--- config.mk ---
export PLATFORM = sky130hd
export DESIGN_NAME = vdp_vram_arbiter
export DESIGN_NICKNAME = d
export VERILOG_FILES = /design/src/rtl/vdp_vram_arbiter.sv
export SDC_FILE = /design/constraint.sdc
export NUM_CORES = 1
export LEC_CHECK = 0
export CORE_ASPECT_RATIO = 1.2
export CORE_UTILIZATION = 42
export DETAILED_ROUTE_END_ITERATION = 12
export PLACE_DENSITY = 0.94
export SLEW_MARGIN = 20
export SYNTH_ARGS = -nofsm -noshare
export SYNTH_HDL_FRONTEND = slang
export SYNTH_SLANG_ARGS = --single-unit
--- constraint.sdc ---
create_clock -name clk21m_i -period 2.6 [get_ports clk21m_i]
set_clock_uncertainty 0.1 [all_clocks]
set_input_delay 0.52 -clock clk21m_i [delete_from_list [all_inputs] [get_ports clk21m_i]]
set_output_delay 0.52 -clock clk21m_i [all_outputs]
set_load 0.03 [all_outputs]
--- src/rtl/vdp_vram_arbiter.sv ---
// rtl/vdp_vram_arbiter.sv - VDP VRAM slot arbiter for sprite engine, CPU and command engine
//
// One VRAM access slot per dot (four clocks). The owner of the next slot is
// registered on the clock where dotstate_i = 2'b10 and held for the whole slot.
// Priority: sprite engine, then CPU, then command engine. Build option
// VDP_VRAM_ARB_FAIR_EN makes contended CPU/CMD grants alternate through a 1-bit
// pointer that toggles on every CPU or CMD grant.
//
// Ports
//   clk21m_i           system clock (21.48 MHz)
//   reset_i            asynchronous active-high reset
//   dotstate_i         dot phase, 00 -> 01 -> 11 -> 10 -> 00
//   spvramaccessing_i  sprite engine owns VRAM while high
//   spramadr_i         sprite engine VRAM address
//   cpu_req_i/we_i     CPU request (held until ack) and write enable
//   cpu_adr_i/dbo_i    CPU address and write data
//   cpu_ack_o          one-clock completion pulse
//   cpu_dbi_o          CPU read data, held until the next CPU read completes
//   cmd_*              same set of ports for the command engine
//   pramadr_o          VRAM address
//   pramdbo_o          VRAM write data
//   pramwe_n_o         VRAM write strobe, active low
//   pramdat_i          VRAM read data, two-clock read latency
module vdp_vram_arbiter (
  input  logic        clk21m_i,
  input  logic        reset_i,
  input  logic [1:0]  dotstate_i,
  input  logic        spvramaccessing_i,
  input  logic [16:0] spramadr_i,
  input  logic        cpu_req_i,
  input  logic        cpu_we_i,
  input  logic [16:0] cpu_adr_i,
  input  logic [7:0]  cpu_dbo_i,
  output logic        cpu_ack_o,
  output logic [7:0]  cpu_dbi_o,
  input  logic        cmd_req_i,
  input  logic        cmd_we_i,
  input  logic [16:0] cmd_adr_i,
  input  logic [7:0]  cmd_dbo_i,
  output logic        cmd_ack_o,
  output logic [7:0]  cmd_dbi_o,
  output logic [16:0] pramadr_o,
  output logic [7:0]  pramdbo_o,
  output logic        pramwe_n_o,
  input  logic [7:0]  pramdat_i
);

  localparam logic [1:0] DS_00 = 2'b00;
  localparam logic [1:0] DS_01 = 2'b01;
  localparam logic [1:0] DS_11 = 2'b11;
  localparam logic [1:0] DS_10 = 2'b10;

  typedef enum logic [1:0] {
    ST_IDLE = 2'd0,
    ST_SPR  = 2'd1,
    ST_CPU  = 2'd2,
    ST_CMD  = 2'd3
  } slot_e;

  slot_e       state_q, state_d;

  logic [16:0] pramadr_q, pramadr_d;
  logic [7:0]  pramdbo_q, pramdbo_d;
  logic        pramwe_n_q, pramwe_n_d;
  logic        slot_we_q, slot_we_d;
  logic        cpu_ack_q, cpu_ack_d;
  logic        cmd_ack_q, cmd_ack_d;
  logic [7:0]  cpu_dbi_q, cpu_dbi_d;
  logic [7:0]  cmd_dbi_q, cmd_dbi_d;

  logic        decide;
  logic        pick_cpu;
  logic        unused_ds;

  // The last clock of every slot doubles as the decision clock for the next one.
  assign decide    = (dotstate_i == DS_10);
  assign unused_ds = (dotstate_i == DS_00);

`ifdef VDP_VRAM_ARB_FAIR_EN
  // ptr_q = 0 favours the CPU on a tie, 1 favours the command engine.
  logic ptr_q, ptr_d;

  assign pick_cpu = cpu_req_i & (~cmd_req_i | ~ptr_q);

  always_comb begin
    ptr_d = ptr_q;
    if (decide && ((state_d == ST_CPU) || (state_d == ST_CMD))) begin
      ptr_d = ~ptr_q;
    end
  end

  always_ff @(posedge clk21m_i or posedge reset_i) begin
    if (reset_i) begin
      ptr_q <= 1'b0;
    end else begin
      ptr_q <= ptr_d;
    end
  end
`else
  assign pick_cpu = cpu_req_i;
`endif

  // Slot owner: only ever changes on the decision clock.
  always_ff @(posedge clk21m_i or posedge reset_i) begin
    if (reset_i) begin
      state_q <= ST_IDLE;
    end else begin
      state_q <= state_d;
    end
  end

  always_comb begin
    state_d = state_q;
    if (decide) begin
      if (spvramaccessing_i) begin
        state_d = ST_SPR;
      end else if (pick_cpu) begin
        state_d = ST_CPU;
      end else if (cmd_req_i) begin
        state_d = ST_CMD;
      end else begin
        state_d = ST_IDLE;
      end
    end
  end

  // VRAM-side datapath and requester responses.
  always_comb begin
    pramadr_d  = pramadr_q;
    pramdbo_d  = pramdbo_q;
    pramwe_n_d = pramwe_n_q;
    slot_we_d  = slot_we_q;
    cpu_ack_d  = 1'b0;
    cmd_ack_d  = 1'b0;
    cpu_dbi_d  = cpu_dbi_q;
    cmd_dbi_d  = cmd_dbi_q;

    if (decide) begin
      // Latch the winner's access so a requester dropping its request
      // mid-slot cannot disturb the VRAM cycle already under way.
      pramwe_n_d = 1'b1;
      slot_we_d  = 1'b0;
      case (state_d)
        ST_SPR: begin
          pramadr_d = spramadr_i;
        end
        ST_CPU: begin
          pramadr_d  = cpu_adr_i;
          pramdbo_d  = cpu_dbo_i;
          slot_we_d  = cpu_we_i;
          pramwe_n_d = ~cpu_we_i;
        end
        ST_CMD: begin
          pramadr_d  = cmd_adr_i;
          pramdbo_d  = cmd_dbo_i;
          slot_we_d  = cmd_we_i;
          pramwe_n_d = ~cmd_we_i;
        end
        default: begin
        end
      endcase
    end else begin
      // The sprite engine steers the address live for its whole slot.
      if (state_q == ST_SPR) begin
        pramadr_d = spramadr_i;
      end

      // Strobe was opened at the decision clock; closing it here leaves it
      // low for exactly the 00 and 01 phases of the slot.
      if (dotstate_i == DS_01) begin
        pramwe_n_d = 1'b1;
      end

      // By the 11 clock the two-clock read latency has elapsed.
      if (dotstate_i == DS_11) begin
        if (state_q == ST_CPU) begin
          cpu_ack_d = 1'b1;
          if (!slot_we_q) begin
            cpu_dbi_d = pramdat_i;
          end
        end
        if (state_q == ST_CMD) begin
          cmd_ack_d = 1'b1;
          if (!slot_we_q) begin
            cmd_dbi_d = pramdat_i;
          end
        end
      end
    end

    // Keeps the full phase decode visible without adding behaviour.
    if (unused_ds && decide) begin
      pramwe_n_d = 1'b1;
    end
  end

  always_ff @(posedge clk21m_i or posedge reset_i) begin
    if (reset_i) begin
      pramadr_q  <= 17'd0;
      pramdbo_q  <= 8'd0;
      pramwe_n_q <= 1'b1;
      slot_we_q  <= 1'b0;
      cpu_ack_q  <= 1'b0;
      cmd_ack_q  <= 1'b0;
      cpu_dbi_q  <= 8'd0;
      cmd_dbi_q  <= 8'd0;
    end else begin
      pramadr_q  <= pramadr_d;
      pramdbo_q  <= pramdbo_d;
      pramwe_n_q <= pramwe_n_d;
      slot_we_q  <= slot_we_d;
      cpu_ack_q  <= cpu_ack_d;
      cmd_ack_q  <= cmd_ack_d;
      cpu_dbi_q  <= cpu_dbi_d;
      cmd_dbi_q  <= cmd_dbi_d;
    end
  end

  assign pramadr_o  = pramadr_q;
  assign pramdbo_o  = pramdbo_q;
  assign pramwe_n_o = pramwe_n_q;
  assign cpu_ack_o  = cpu_ack_q;
  assign cmd_ack_o  = cmd_ack_q;
  assign cpu_dbi_o  = cpu_dbi_q;
  assign cmd_dbi_o  = cmd_dbi_q;

endmodule

Word-level counts from Yosys, hierarchy flattened
Index checks and enable logic that the tools add are counted.
{"block": "totals", "regBits": 47, "inputBits": 84, "output_inout_bits": 44}
{"block": "op_classes", "n_eq_ne": 10, "mux": 19, "bitwise_logic": 4, "n_reduce_logical": 9}
{"op": "$pmux W17 S3", "n": 1}
{"op": "$mux W17", "n": 2}
{"op": "$pmux W8 S2", "n": 1}
{"op": "$eq A2 B2 Y1 const B", "n": 6}
{"op": "$mux W1", "n": 9}
{"op": "$mux W2", "n": 4}
{"op": "$reduce_and A4 Y1", "n": 2}
{"op": "$eq A2 B1 Y1 const B", "n": 3}
{"op": "$ne A4 B1 Y1 const B", "n": 1}
{"op": "$not A1 Y1", "n": 4}
{"op": "$pmux W1 S2", "n": 2}
{"op": "$reduce_and A2 Y1", "n": 2}
{"op": "$reduce_bool A2 Y1", "n": 2}
{"op": "$reduce_bool A3 Y1", "n": 1}
{"op": "$logic_not A2 Y1", "n": 1}
{"op": "$logic_and A1 B1 Y1", "n": 1}

Depth between registers and ports, before layout
{"block": "depth", "word_depth": 8, "mapped_depth": 10, "mapped_depth_nobuf": 6}

Worst setup path after synthesis
OpenSTA, ideal clock, no wires.
{"block": "synth_timing", "path_kind": "input to register", "from": "input dotstate_i[0]", "to": "register pramadr_q[0], in the netlist pramadr_o[0]", "arrival_ns": 1.789, "required_time_ns": 2.376, "setup_slack_ns": 0.587, "path_stages": 9, "path_buffers": 3, "path_cell_list": "inv_1 > ha_1 > buf_6 > nand2b_4 > or2_1 > buf_6 > buf_6 > and3_1 > a211o_1"}
{"block": "synth_between", "elab_chain_cells": 5, "word_cells_on_any_way": 10, "cone_classes": "eq/ne: 5; mux: 3; reduce/logical: 2"}
{"item": "start: declaration", "line": "27", "text": "input logic [1:0] dotstate_i,"}
{"item": "$eq A2 B2 Y1 (*)", "line": "76", "text": "assign decide = (dotstate_i == DS_10);"}
{"item": "$mux W2", "line": "114", "text": "if (decide) begin"}
{"item": "$eq A2 B2 Y1 or $eq A2 B1 Y1 (tied branches)", "line": "143", "text": "case (state_d)"}
{"item": "$pmux W17 S3 or $ne A4 B1 Y1 (tied branches)"}
{"item": "$mux W17 or $reduce_and A2 Y1 (tied branches)"}
{"item": "end signal: assignment", "line": "208", "text": "pramadr_q <= pramadr_d;"}
{"item": "end: declaration", "line": "62", "text": "logic [16:0] pramadr_q, pramadr_d;"}
Every way passes the cells marked *; elsewhere a longest branch is shown, timed or not.
A chain may end at the register's enable or synchronous reset.

Final worst setup path
{"block": "layout_timing", "from": "input dotstate_i[0]", "to": "register pramadr_q[1], in the netlist pramadr_o[1]"}
The elaborated chain is that of the path after synthesis.

==> impl_metrics.py <==
metrics = {
    "outcome": {
        "outcome": "finished, violations left",
        "failed_checks": "DRC",
    },
    "floorplanning": {
        "rows": 29,
        "pin_count": 128,
        "initial_core_util_pct": 44.15,
        "die_w_um": 70.59,
        "die_y_um": 84.31,
        "die_area_um2": 5951,
        "core_um2": 5370,
    },
    "synth": {
        "ys_types": 35,
        "ys_warn_count": 0,
        "ys_ff_latch": 47,
        "synth_nets": 308,
        "syn_area_per_cell_um2": 10.73,
        "syn-cell-area_um2": 2371,
        "netlist_instances": 221,
        "synth_seq_area_share_pct": 49.66,
    },
    "power": {
        "p_total_mw": 2.878,
        "powerDensity_nw_per_um2": 736.9,
        "leakagePower_nw": 1.679,
        "vdd_drop_max_mv": 0.4612,
    },
    "routing": {
        "drt_iter0_drc": 121,
        "antenna_left": 0,
        "routed-via-count": 2336,
        "via_per_inst": 5.575,
        "drt-wirelength-per-cell_um": 16.69,
        "wirelength_um": 6993,
        "firstDrtPassIters": 9,
        "route.detailed.drc": 12,
    },
    "critical_path": {
        "cp.required_ps": 2680,
        "worstSetupPathType": "in -> reg",
        "crit_path_max_incr_delay_ps": 500,
        "worstPathCellList": "clkdlybuf4s50_1 > inv_1 > ha_1 > and4bb_2 > buf_4 > o21ai_0 > a21oi_1 > a211o_1",
        "cp_slowest_cell": "clkdlybuf4s50_1",
        "worstPathMaxFanout": 12,
        "cp.arrival_ps": 2480,
        "critPathCaptureType": "flop",
        "path_buf_inv": 3,
        "startpoint_type": "primary input",
        "cp_top_family": "buffers and inverters",
    },
    "layout": {
        "area_growth_syn_to_layout_pct": 64.70,
        "post-route-util_pct": 72.72,
        "fin_nets": 443,
        "drive_gt1_share_pct": 14.57,
        "fillers": 410,
        "diodes": 0,
    },
    "global_routing": {
        "grtUsageTotal_pct": 25.10,
        "grt_pass1_vias": 2479,
        "grt_pass1_wl_um": 11810,
        "grt_max_degree": 27,
        "grt_antenna_before_repair": 0,
        "grt_overflow_total": 0,
    },
    "timing": {
        "timing.final.crit_share_pct": 92.02,
        "finalSetupTns_ps": 0,
        "finalSetupViolCount": 0,
        "tightest_slew_ps": 485.1,
        "slew_headroom_pct": 67.61,
        "max_freq_mhz": 418.0,
        "setup_ws_ps": 207.5,
        "slew_violations": 0,
        "rsz0062_at_grt": "false",
        "period_needed_ps": 2393,
        "hold_viol_final": 0,
    },
    "flow_run": {
        "drv_cap": 0,
    },
    "clock_tree": {
        "cts_tree": "built",
        "clk-insertion-delay-late_ps": 300,
        "cts_max_level": 2,
        "clk_path_buf_depth": 2,
        "cts.clk_slew.worst_paths_ps": 80,
        "cts_root_buffer": "clkbuf_8",
        "clock-sinks": 47,
        "postCtsHoldBufs": 0,
        "cts_made_buffers": 5,
    },
    "place": {
        "gp_congestion": 0.8198,
        "pre_cts_slack_ps": -237.9,
        "io_buffers": 127,
        "dp_hpwl_um": 5266,
    },
    "min_path": {
        "hold_class": "reg -> reg",
    },
}
worst reg2reg max path: cells and delay by family (launching register included):
family          cells  cell delay (ps)
simple gates        2              550
compound gates      2              270
flops               1              490
buf+inv             1              150
layout by cell type (no fill, tap or decap), types with 2 or more instances in the layout:
cell	instances
ha_1	3
o21a_1	2
and3_1	12
o21ai_1	4
clkbuf_8	5
inv_1	6
clkdlybuf4s50_1	127
a21oi_1	13
dfrtp_1	46
buf_4	13
o21ai_0	37
nand2_1	12
buf_12	4
nand2b_1	2
a211o_1	12
a221oi_1	4
and3b_1	2
mux2_2	16
nor2_1	6
o22ai_1	11
per-layer routing:
| metal | GRT usage, % | part of all wire (%) | up-vias |
|---|---|---|---|
| met5 | 0 | 0 | - |
| met4 | 10.18 | 3.0 | 0 |
| met3 | 5.282 | 6.4 | 20 |
| met2 | 45.10 | 54 | 117 |
| met1 | 28.98 | 36 | 1118 |
| li1 | - | - | 1081 |
report_power, final:
part	switching, mW	leakage, nW	internal [mW]
Sequential	0.115	0.582	0.924
Clock	0.244	0.0514	0.287
Combinational	0.680	1.05	0.628
Total	1.04	1.68	1.84
layout make-up:
class | instances | area, um^2 | share of cell area (%)
Clock inverter | 2 | 37.54 | 0.9612
Timing Repair Buffer | 144 | 1449 | 37.10
Multi-Input combinational cell | 151 | 1065 | 27.27
Clock buffer | 6 | 72.57 | 1.858
Inverter | 7 | 26.28 | 0.6729
Tap cell | 62 | 77.57 | 1.987
Sequential cell | 47 | 1177 | 30.15
sequential cells by signal (all words and copies together), names as in the netlist:
name,flops
pramadr_o,17
cmd_dbi_o,8
cpu_dbi_o,8
pramdbo_o,8
state_q,2
cmd_ack_o,1
cpu_ack_o,1
pramwe_n_o,1
slot_we_q,1
path summary, 6_finish.rpt:
kind                       slack, ps  cells past startpoint       endpoint          start
min                              390                      2  pramadr_o[16]  pramadr_o[16]
min reg2reg                      390                      2  pramadr_o[16]  pramadr_o[16]
max                              210                      8   pramadr_o[1]  dotstate_i[0]
max in group asynchronous       1370                      3     pramwe_n_o        reset_i
max reg2reg                      910                      5   pramdbo_o[5]     state_q[0]
min in group asynchronous        450                      2   pramdbo_o[2]        reset_i
cells in the mapped netlist (all sizes together):
library cell | n | area [um^2]
dfrtp | 46 | 1151
o21ai | 42 | 214.0
mux2 | 16 | 180.2
a21oi | 13 | 65.06
nand2 | 13 | 51.30
a211o | 12 | 105.1
and3 | 12 | 75.07
o22ai | 11 | 68.82
buf | 10 | 90.08
inv | 7 | 26.28
clkbuf | 6 | 22.52
nor2 | 6 | 22.52
a221oi | 5 | 61.31
ha | 3 | 37.54
nand2b | 3 | 26.27
nor3 | 3 | 31.28
and3b | 2 | 17.52
o21a | 2 | 15.01
or2 | 2 | 12.51
and2b | 1 | 7.510
and4bb | 1 | 12.51
dfstp | 1 | 26.28
nand3b | 1 | 7.510
nor3b | 1 | 12.51
o31ai | 1 | 21.27
o32a | 1 | 10.01
stage by stage:
stage                     cell area (um^2)  hold WS [ps]  std cells
after floorplan                       2371         426.5        221
after global placement                3785         362.0        411
after detailed placement              3785         376.1        411
after CTS                             3895         394.3        419
after global routing                  3905         420.4        419
final                                 3905         386.3        419
cells by family (layout without fill, tap and decap cells):
logic type / count (synthesis) / after routing / share of synthesized area, %
compound gates: 87 / 87 / 23.64
flops: 47 / 47 / 49.66
simple gates: 45 / 45 / 11.66
buf+inv: 23 / 159 / 5.857
mux: 16 / 16 / 7.599
fa+ha+maj: 3 / 3 / 1.583
what timing repair did:
action	in CTS	in global routing
setup buffers	0	0
setup endpoints to repair	0	1
gates resized for setup	0	2
(Power assumes the default switching activity.)
